==> src/rtl/mem_arb_pkg.sv <==
// rtl/mem_arb_pkg.sv - shared types and constants for the memory port arbiter
package mem_arb_pkg;

  localparam int BYTE_MASK_W = 4;

  typedef enum logic {
    IDLE,
    WAIT
  } arb_state_t;

  typedef enum logic {
    OWN_IF,
    OWN_D
  } owner_t;

endpackage

==> src/rtl/bus_watchdog.sv <==
// rtl/bus_watchdog.sv - counts cycles spent waiting on the bus and flags a hung transaction
module bus_watchdog #(
  parameter int TIMEOUT = 64
) (
  input  logic clk_i,
  input  logic rst_i,
  input  logic clear_i,
  input  logic en_i,
  output logic expired_o
);

  localparam int CW = (TIMEOUT > 0) ? $clog2(TIMEOUT + 1) : 1;
  // The counter holds completed WAIT cycles, so the TIMEOUT-th cycle is the one at LIMIT.
  localparam logic [CW-1:0] LIMIT = CW'((TIMEOUT > 0) ? TIMEOUT - 1 : 0);

  logic [CW-1:0] cnt_q, cnt_d;

  always_comb begin
    cnt_d = cnt_q;
    if (clear_i) begin
      cnt_d = '0;
    end else if (en_i && (cnt_q != LIMIT)) begin
      cnt_d = cnt_q + CW'(1);
    end
  end

  always_ff @(posedge clk_i or posedge rst_i) begin
    if (rst_i) begin
      cnt_q <= '0;
    end else begin
      cnt_q <= cnt_d;
    end
  end

  assign expired_o = (TIMEOUT > 0) && en_i && (cnt_q == LIMIT);

endmodule

==> src/rtl/mem_port_arbiter.sv <==
// rtl/mem_port_arbiter.sv - shares one data-memory bus port between instruction fetch and load/store
module mem_port_arbiter
  import mem_arb_pkg::*;
#(
  parameter int MAX_D_STREAK = 4,
  parameter int TIMEOUT      = 64
) (
  input  logic                   clk,
  input  logic                   rst,
  input  logic                   if_req_valid,
  input  logic [31:0]            if_addr,
  output logic                   if_ready,
  output logic                   if_rvalid,
  output logic [31:0]            if_rdata,
  output logic                   if_err,
  input  logic                   d_req_valid,
  input  logic [31:0]            d_addr,
  input  logic [BYTE_MASK_W-1:0] d_we,
  input  logic [31:0]            d_wdata,
  output logic                   d_ready,
  output logic                   d_rvalid,
  output logic [31:0]            d_rdata,
  output logic                   d_err,
  output logic                   bus_req_valid,
  output logic [31:0]            bus_addr,
  output logic [BYTE_MASK_W-1:0] bus_we,
  output logic [31:0]            bus_wdata,
  input  logic                   bus_ack,
  input  logic [31:0]            bus_rdata
);

  localparam int SW = $clog2(MAX_D_STREAK + 1);
  localparam logic [SW-1:0] STREAK_MAX = SW'(MAX_D_STREAK);

  arb_state_t             state_q, state_d;
  owner_t                 owner_q, owner_d;
  logic [SW-1:0]          streak_q, streak_d;
  logic [31:0]            bus_addr_q, bus_addr_d;
  logic [BYTE_MASK_W-1:0] bus_we_q, bus_we_d;
  logic [31:0]            bus_wdata_q, bus_wdata_d;
  logic [31:0]            if_rdata_q, if_rdata_d;
  logic [31:0]            d_rdata_q, d_rdata_d;
  logic                   if_rvalid_q, if_rvalid_d;
  logic                   d_rvalid_q, d_rvalid_d;
  logic                   if_err_q, if_err_d;
  logic                   d_err_q, d_err_d;

  logic                   gnt_dside, gnt_ifside;
  logic                   expired;
  logic                   resp_err;
  logic [31:0]            resp_data;

  bus_watchdog #(
    .TIMEOUT(TIMEOUT)
  ) u_watchdog (
    .clk_i    (clk),
    .rst_i    (rst),
    .clear_i  (gnt_dside | gnt_ifside),
    .en_i     (state_q == WAIT),
    .expired_o(expired)
  );

  always_comb begin
    state_d     = state_q;
    owner_d     = owner_q;
    streak_d    = streak_q;
    bus_addr_d  = bus_addr_q;
    bus_we_d    = bus_we_q;
    bus_wdata_d = bus_wdata_q;
    if_rdata_d  = if_rdata_q;
    d_rdata_d   = d_rdata_q;
    if_rvalid_d = 1'b0;
    d_rvalid_d  = 1'b0;
    if_err_d    = 1'b0;
    d_err_d     = 1'b0;
    gnt_dside   = 1'b0;
    gnt_ifside  = 1'b0;
    resp_err    = 1'b0;
    resp_data   = '0;

    case (state_q)
      IDLE: begin
        // D wins unless IF has already watched MAX_D_STREAK D grants go by.
        if (d_req_valid && !(if_req_valid && (streak_q == STREAK_MAX))) begin
          gnt_dside = 1'b1;
        end else if (if_req_valid) begin
          gnt_ifside = 1'b1;
        end

        if (gnt_dside) begin
          state_d     = WAIT;
          owner_d     = OWN_D;
          bus_addr_d  = d_addr;
          bus_we_d    = d_we;
          bus_wdata_d = d_wdata;
          if (if_req_valid) begin
            streak_d = (streak_q == STREAK_MAX) ? streak_q : streak_q + SW'(1);
          end else begin
            streak_d = '0;
          end
        end else if (gnt_ifside) begin
          state_d     = WAIT;
          owner_d     = OWN_IF;
          bus_addr_d  = if_addr;
          bus_we_d    = '0;
          bus_wdata_d = '0;
          streak_d    = '0;
        end
      end

      WAIT: begin
        if (bus_ack || expired) begin
          // A real ack in the expiry cycle still counts as a normal completion.
          resp_err  = !bus_ack;
          resp_data = bus_ack ? bus_rdata : 32'h0;
          state_d   = IDLE;
          if (owner_q == OWN_D) begin
            d_rvalid_d = 1'b1;
            d_err_d    = resp_err;
            d_rdata_d  = resp_data;
          end else begin
            if_rvalid_d = 1'b1;
            if_err_d    = resp_err;
            if_rdata_d  = resp_data;
          end
        end
      end

      default: state_d = IDLE;
    endcase
  end

  always_ff @(posedge clk or posedge rst) begin
    if (rst) begin
      state_q     <= IDLE;
      owner_q     <= OWN_IF;
      streak_q    <= '0;
      bus_addr_q  <= '0;
      bus_we_q    <= '0;
      bus_wdata_q <= '0;
      if_rdata_q  <= '0;
      d_rdata_q   <= '0;
      if_rvalid_q <= 1'b0;
      d_rvalid_q  <= 1'b0;
      if_err_q    <= 1'b0;
      d_err_q     <= 1'b0;
    end else begin
      state_q     <= state_d;
      owner_q     <= owner_d;
      streak_q    <= streak_d;
      bus_addr_q  <= bus_addr_d;
      bus_we_q    <= bus_we_d;
      bus_wdata_q <= bus_wdata_d;
      if_rdata_q  <= if_rdata_d;
      d_rdata_q   <= d_rdata_d;
      if_rvalid_q <= if_rvalid_d;
      d_rvalid_q  <= d_rvalid_d;
      if_err_q    <= if_err_d;
      d_err_q     <= d_err_d;
    end
  end

  // Readies are combinational, so keep them quiet while reset is held.
  assign if_ready      = gnt_ifside & ~rst;
  assign d_ready       = gnt_dside & ~rst;
  assign bus_req_valid = (state_q == WAIT);
  assign bus_addr      = bus_addr_q;
  assign bus_we        = bus_we_q;
  assign bus_wdata     = bus_wdata_q;
  assign if_rvalid     = if_rvalid_q;
  assign if_rdata      = if_rdata_q;
  assign if_err        = if_err_q;
  assign d_rvalid      = d_rvalid_q;
  assign d_rdata       = d_rdata_q;
  assign d_err         = d_err_q;

endmodule

==> config.mk <==
export PLATFORM = sky130hd
export DESIGN_NAME = mem_port_arbiter
export DESIGN_NICKNAME = d
export VERILOG_FILES = /design/src/rtl/mem_arb_pkg.sv /design/src/rtl/bus_watchdog.sv /design/src/rtl/mem_port_arbiter.sv
export SDC_FILE = /design/constraint.sdc
export NUM_CORES = 1
export LEC_CHECK = 0
export BUFFER_PORTS_ARGS = -buffer_cell sky130_fd_sc_hd__buf_2
export CELL_PAD_IN_SITES_DETAIL_PLACEMENT = 1
export CELL_PAD_IN_SITES_GLOBAL_PLACEMENT = 2
export CORE_UTILIZATION = 29
export CTS_CLUSTER_SIZE = 30
export DETAILED_ROUTE_END_ITERATION = 10
export PLACE_DENSITY = 0.88
export SYNTH_ARGS = -nofsm -noshare
export SYNTH_HDL_FRONTEND = slang
export SYNTH_HIERARCHICAL = 1
export SYNTH_SLANG_ARGS = --single-unit
==> constraint.sdc <==
create_clock -name clk -period 8.68 [get_ports clk]
set_clock_uncertainty 0.2 [all_clocks]
set_input_delay 0.434 -clock clk [delete_from_list [all_inputs] [get_ports clk]]
set_output_delay 0.434 -clock clk [all_outputs]
set_load 0.05 [all_outputs]
# --- After elaboration in Yosys (flattened, before gate mapping) ---
# Index checks and enable logic that the tools add are counted.
word_totals:
  register_bits: 148
  rom_bits: 0
  latchBits: 0
  mem_count: 0
  out_inout_bits: 139
  ram_bits: 0
classes:
  multipliers: 0
  eq_ne: 4
  shift: 0
  div: 0
  bitwise: 6
  n_mux: 38
  order_cmp: 0
  n_reduce_logical: 13
  n_addsub: 2
op_table:
  columns: ["operator", "n"]
  rows:
  - ["2-to-1 mux 32 bit", 5]
  - ["2-to-1 mux 1 bit", 24]
  - ["2-to-1 mux 7 bit", 2]
  - ["2-to-1 mux 3 bit", 4]
  - ["AND reduction 3 bit", 3]
  - ["2-to-1 mux 4 bit", 2]
  - ["adder 7 x 1 -> 7 bit (second input constant)", 1]
  - ["equality test 7 x 6 -> 1 bit (second input constant)", 1]
  - ["!= test 7 x 6 -> 1 bit (second input constant)", 1]
  - ["logical AND 1 bit", 4]
  - ["nonzero test 2 bit", 2]
  - ["adder 3 x 1 -> 3 bit (second input constant)", 1]
  - ["equality test 3 bit (second input constant)", 1]
  - ["!= test 3 bit (second input constant)", 1]
  - ["NOT 1 bit", 3]
  - ["bitwise AND 1 bit", 2]
  - ["logical NOT 1 bit", 2]
  - ["case mux 1 bit (2 select lines)", 1]
  - ["AND reduction 2 bit", 1]
  - ["logical OR 1 bit", 1]
  - ["OR 1 bit", 1]

# --- Depth between registers and ports, before layout ---
depth:
  word_depth: 9
  depth_mapped: 8
  ltp_nobuf: 6

# --- Hierarchy ---
# Netlist, hierarchy kept.
by_module_without_submodules:
  columns: ["mod", "seq_area_each_um2", "area_each_um2", "n_inst", "cells_each"]
  rows:
  - ["mem_port_arbiter", 3528.4, 5716.7, 1, 549]
  - ["bus_watchdog", 175.2, 361.6, 1, 35]

# --- Worst setup path after synthesis ---
# OpenSTA, ideal clock, no wires.
synth_timing:
  path_kind: "register to output"
  startpoint: "register streak_q[0]"
  endpoint: "output port if_ready"
  arrival_time_ns: 2.673
  path_stages_with_launch: 7
  setup_slack_ns: 5.373
  path_buffers: 1
  path_cell_list: "dfrtp_1 -> inv_1 -> ha_1 -> nand3_2 -> and2_1 -> clkbuf_1 -> nor4b_1"
synth_between:
  elab_chain_len: 8
synth_lines:
  columns: ["item", "line", "source"]
  rows:
  - ["start: declaration", "mem_port_arbiter.sv:37", "logic [SW-1:0] streak_q, streak_d;"]
  - ["start signal: assignment", "mem_port_arbiter.sv:150", "streak_q <= streak_d;"]
  - ["equality test 3 bit", "mem_port_arbiter.sv:84", "if (d_req_valid && !(if_req_valid && (streak_q == STREAK_MAX))) begin"]
  - ["logical AND 1 bit", "mem_port_arbiter.sv:84", null]
  - ["logical NOT 1 bit", "mem_port_arbiter.sv:84", null]
  - ["logical AND 1 bit", "mem_port_arbiter.sv:84", null]
  - ["2-to-1 mux 1 bit", "mem_port_arbiter.sv:84", null]
  - ["2-to-1 mux 1 bit (2 in a row)", "mem_port_arbiter.sv:81", "case (state_q)"]
  - ["bitwise AND 1 bit", "mem_port_arbiter.sv:164", "assign if_ready = gnt_ifside & ~rst;"]
  - ["end: declaration", "mem_port_arbiter.sv:12", "output logic if_ready,"]
# No other way between the ends. The select of a mux whose other input is x is not followed.

# --- Worst setup path in the final report ---
# Same ends and word-level chain as after synthesis.

==> run metrics <==
vias per cell 4.91; largest net degree at the start of global routing a little under 80; area of the multi-input gates ~2100 um^2; layout cells sized above 1 0.380; Layout Cells excl Fill 1120; # resized after CTS 0; fin nets approximately 980; Fmax 302 MHz; H-tree depth 4; worst hold path class primary input to flop; post-DR wirelength/cell 17.4 um; via count around 5500; synthesized area just over 6000 um^2; CTS tree done; post-synthesis sequential area ratio 0.609; post-detail-place hpwl between 10000 and 15000 um; Area Growth Syn to Fin 34.6%; Mapped Cells just under 600; Yosys reg bits ~150; IO buf count 275; Synth cell types between 40 and 50; top cells by count, synth 148 x dfrtp_1, 135 x nand2_1, 98 x o21ai_0; synthesis warning total 6; RePlAce Congestion around 0.74; Routed Antenna Nets 0; Final Instance Area 8180 um^2; drt drc 0; Placement Cell Area approximately 7600 um^2; placed insts ~1100; area share of the largest cell type after synthesis 0.609; end of the worst register-to-register path bus_wdata[2]$_DFFE_PP0P_; die width 147 um; Net Count, Synth about 720; Global Route Usage Sum 0.185; CTS Root Cell clkbuf_16; Max Root-Sink Buffers 2; CP max FO 35; crit path time final between 3 and 4 ns; Ports ~280; setup_tns 0 ns; pre-CTS setup slack 5.78 ns; fin. max-slew vios 0; CP endpoint kind output pin; Tightest Pin Transition roughly 1.2 ns; Pre-antenna DRT Iters 4; dominant cell type by area after synthesis dfrtp_1; Fill cells about 2400; ys async rst share 1.00; maximum vdd drop between 100 and 150 uV; core area 20400 um^2; Avg Cell Area, Syn approximately 10 um^2; final global-route overflow total 0; clock sink count roughly 150; die height between 100 and 150 um; TritonCTS buffer count 17; Worst-path clk slew 0.07 ns; Max-Cap Viols 0; RSZ-0062 raised after global routing no; Data required, critical path just over 8 ns; clk_lat worst skew between 0.4 and 0.5 ns; Worst setup endpoint if_ready; Setup CP Type flop to output pin; element type at the critical path start flop; initial antenna violation count 1; Reg-to-Reg Start streak_q[0]$_DFFE_PP0P_; Worst slew margin 0.194; Total Wirelength just under 20000 um; first-pass GRT wire length roughly 31000 um; period utilisation layout 0.382; final hold vios 0; worst r2r path cells 6; outcome complete, no violations; commonest register cell after synthesis dfrtp_1; vias in the first global route ~5700; full die area 21500 um^2; Pwr Total approximately 2600 uW; register area about 3700 um^2; EDFF count, synth 0; final worst slack about 5.4 ns; Setup Viol. Count Final 0; crit path launch streak_q[0]$_DFFE_PP0P_; r2r setup slk 6.01 ns; Post-CTS Setup Repair Bufs 0; Initial Util 0.298; pwr dens approximately 320 nW/um^2; LEAKAGE about 0.0042 uW; initial DRC count 194; Std-Cell Rows 52; Worst EP arrival approximately 2.7 ns; most common cell in the netlist dfrtp_1; synth top area cells dfrtp_1 61%, nand2_1 8.3%, o21ai_0 8.1%, a22o_1 5.0%, o211ai_1 4.1%
## cell type report
| type | count | area share |
|---|---|---|
| clock inverter | 15 | 0.0176 |
| antenna | 1 | 0.000306 |
| clock buffer | 17 | 0.0520 |
| tap | 270 | 0.0413 |
| multi-input combinational | 377 | 0.255 |
| timing repair buffer | 284 | 0.177 |
| inverter | 8 | 0.00428 |
| sequential | 148 | 0.453 |
## worst min path at each step
stage	from	end	cells past startpoint
final	d_wdata[12]	bus_wdata[12]$_DFFE_PP0P_	2
after global routing	d_wdata[22]	bus_wdata[22]$_DFFE_PP0P_	2
after CTS	d_wdata[12]	bus_wdata[12]$_DFFE_PP0P_	2
after detailed placement	rst	u_watchdog/cnt_q[5]$_DFFE_PP0P_	2
after global placement	rst	u_watchdog/cnt_q[3]$_DFFE_PP0P_	2
after floorplan	rst	u_watchdog/cnt_q[0]$_DFFE_PP0P_	1
## flip-flops by register name, indices dropped and copies added, names as in the netlist
signal            count
bus_wdata            32
owner_q               1
bus_addr             32
bus_we                4
d_err                 1
d_rvalid              1
if_rvalid             1
if_err                1
bus_req_valid         1
streak_q              3
if_rdata             32
u_watchdog/cnt_q      7
d_rdata              32
## cells in the final DEF (no fill, tap or decap), types with 2 or more instances in the layout
master,instances
a21oi_1,3
a22o_1,35
a32o_1,2
buf_2,275
buf_4,8
clkbuf_16,17
clkinv_2,3
clkinvlp_4,2
dfrtp_1,148
ha_1,3
inv_1,6
inv_6,7
inv_8,2
nand2_1,135
nand4_1,32
nor2_1,7
nor3_1,2
o211ai_1,33
o21ai_0,98
o21ai_2,2
or2_1,2
## power breakdown
group	total (uW)	switching (uW)	internal, uW	leakage (uW)
Clock	722	320	403	0.000279
Sequential	919	81.2	838	0.00191
Combinational	945	739	206	0.00198
Total	2590	1140	1450	0.00417
## kinds of logic after synthesis
logic type,count (synthesis),synth area share
AOI/OAI and AO/OA,183,0.193
xor gates and xnor gates,1,0.00144
adders and majority gates,3,0.00618
buffers and inverters,59,0.0496
DFF,148,0.609
muxes,1,0.00165
and+or+nand+nor,189,0.139
## routing by layer
metal | track usage | part of all wire
met5 | 0 | 0
met4 | 0.0667 | 0.016
met3 | 0.0422 | 0.053
met2 | 0.314 | 0.51
met1 | 0.228 | 0.42
## per-stage QoR
stage | utilization | hold slack, ns
6_report | 0.402 | 0.0350
2_1_floorplan | - | 0.0374
4_1_cts | 0.402 | 0.0136
3_3_place_gp | 0.373 | 0.257
3_5_place_dp | 0.373 | 0.266
5_1_grt | 0.402 | 0.0122
## worst max-delay path, cell delays in order (launching register included)
cell and delay [ns]:
dfrtp_1 0.39, inv_1 0.10, ha_1 0.19, nand3_2 0.60
and2_1 0.44, nor4b_1 0.22, buf_2 0.32
## repair_timing
item | CTS | global route
endpoints found under the setup margin | 0 | 0
hold buffers | 1 | 0
hold endpoints to repair | 7 | 0
(Power assumes the default switching activity.)
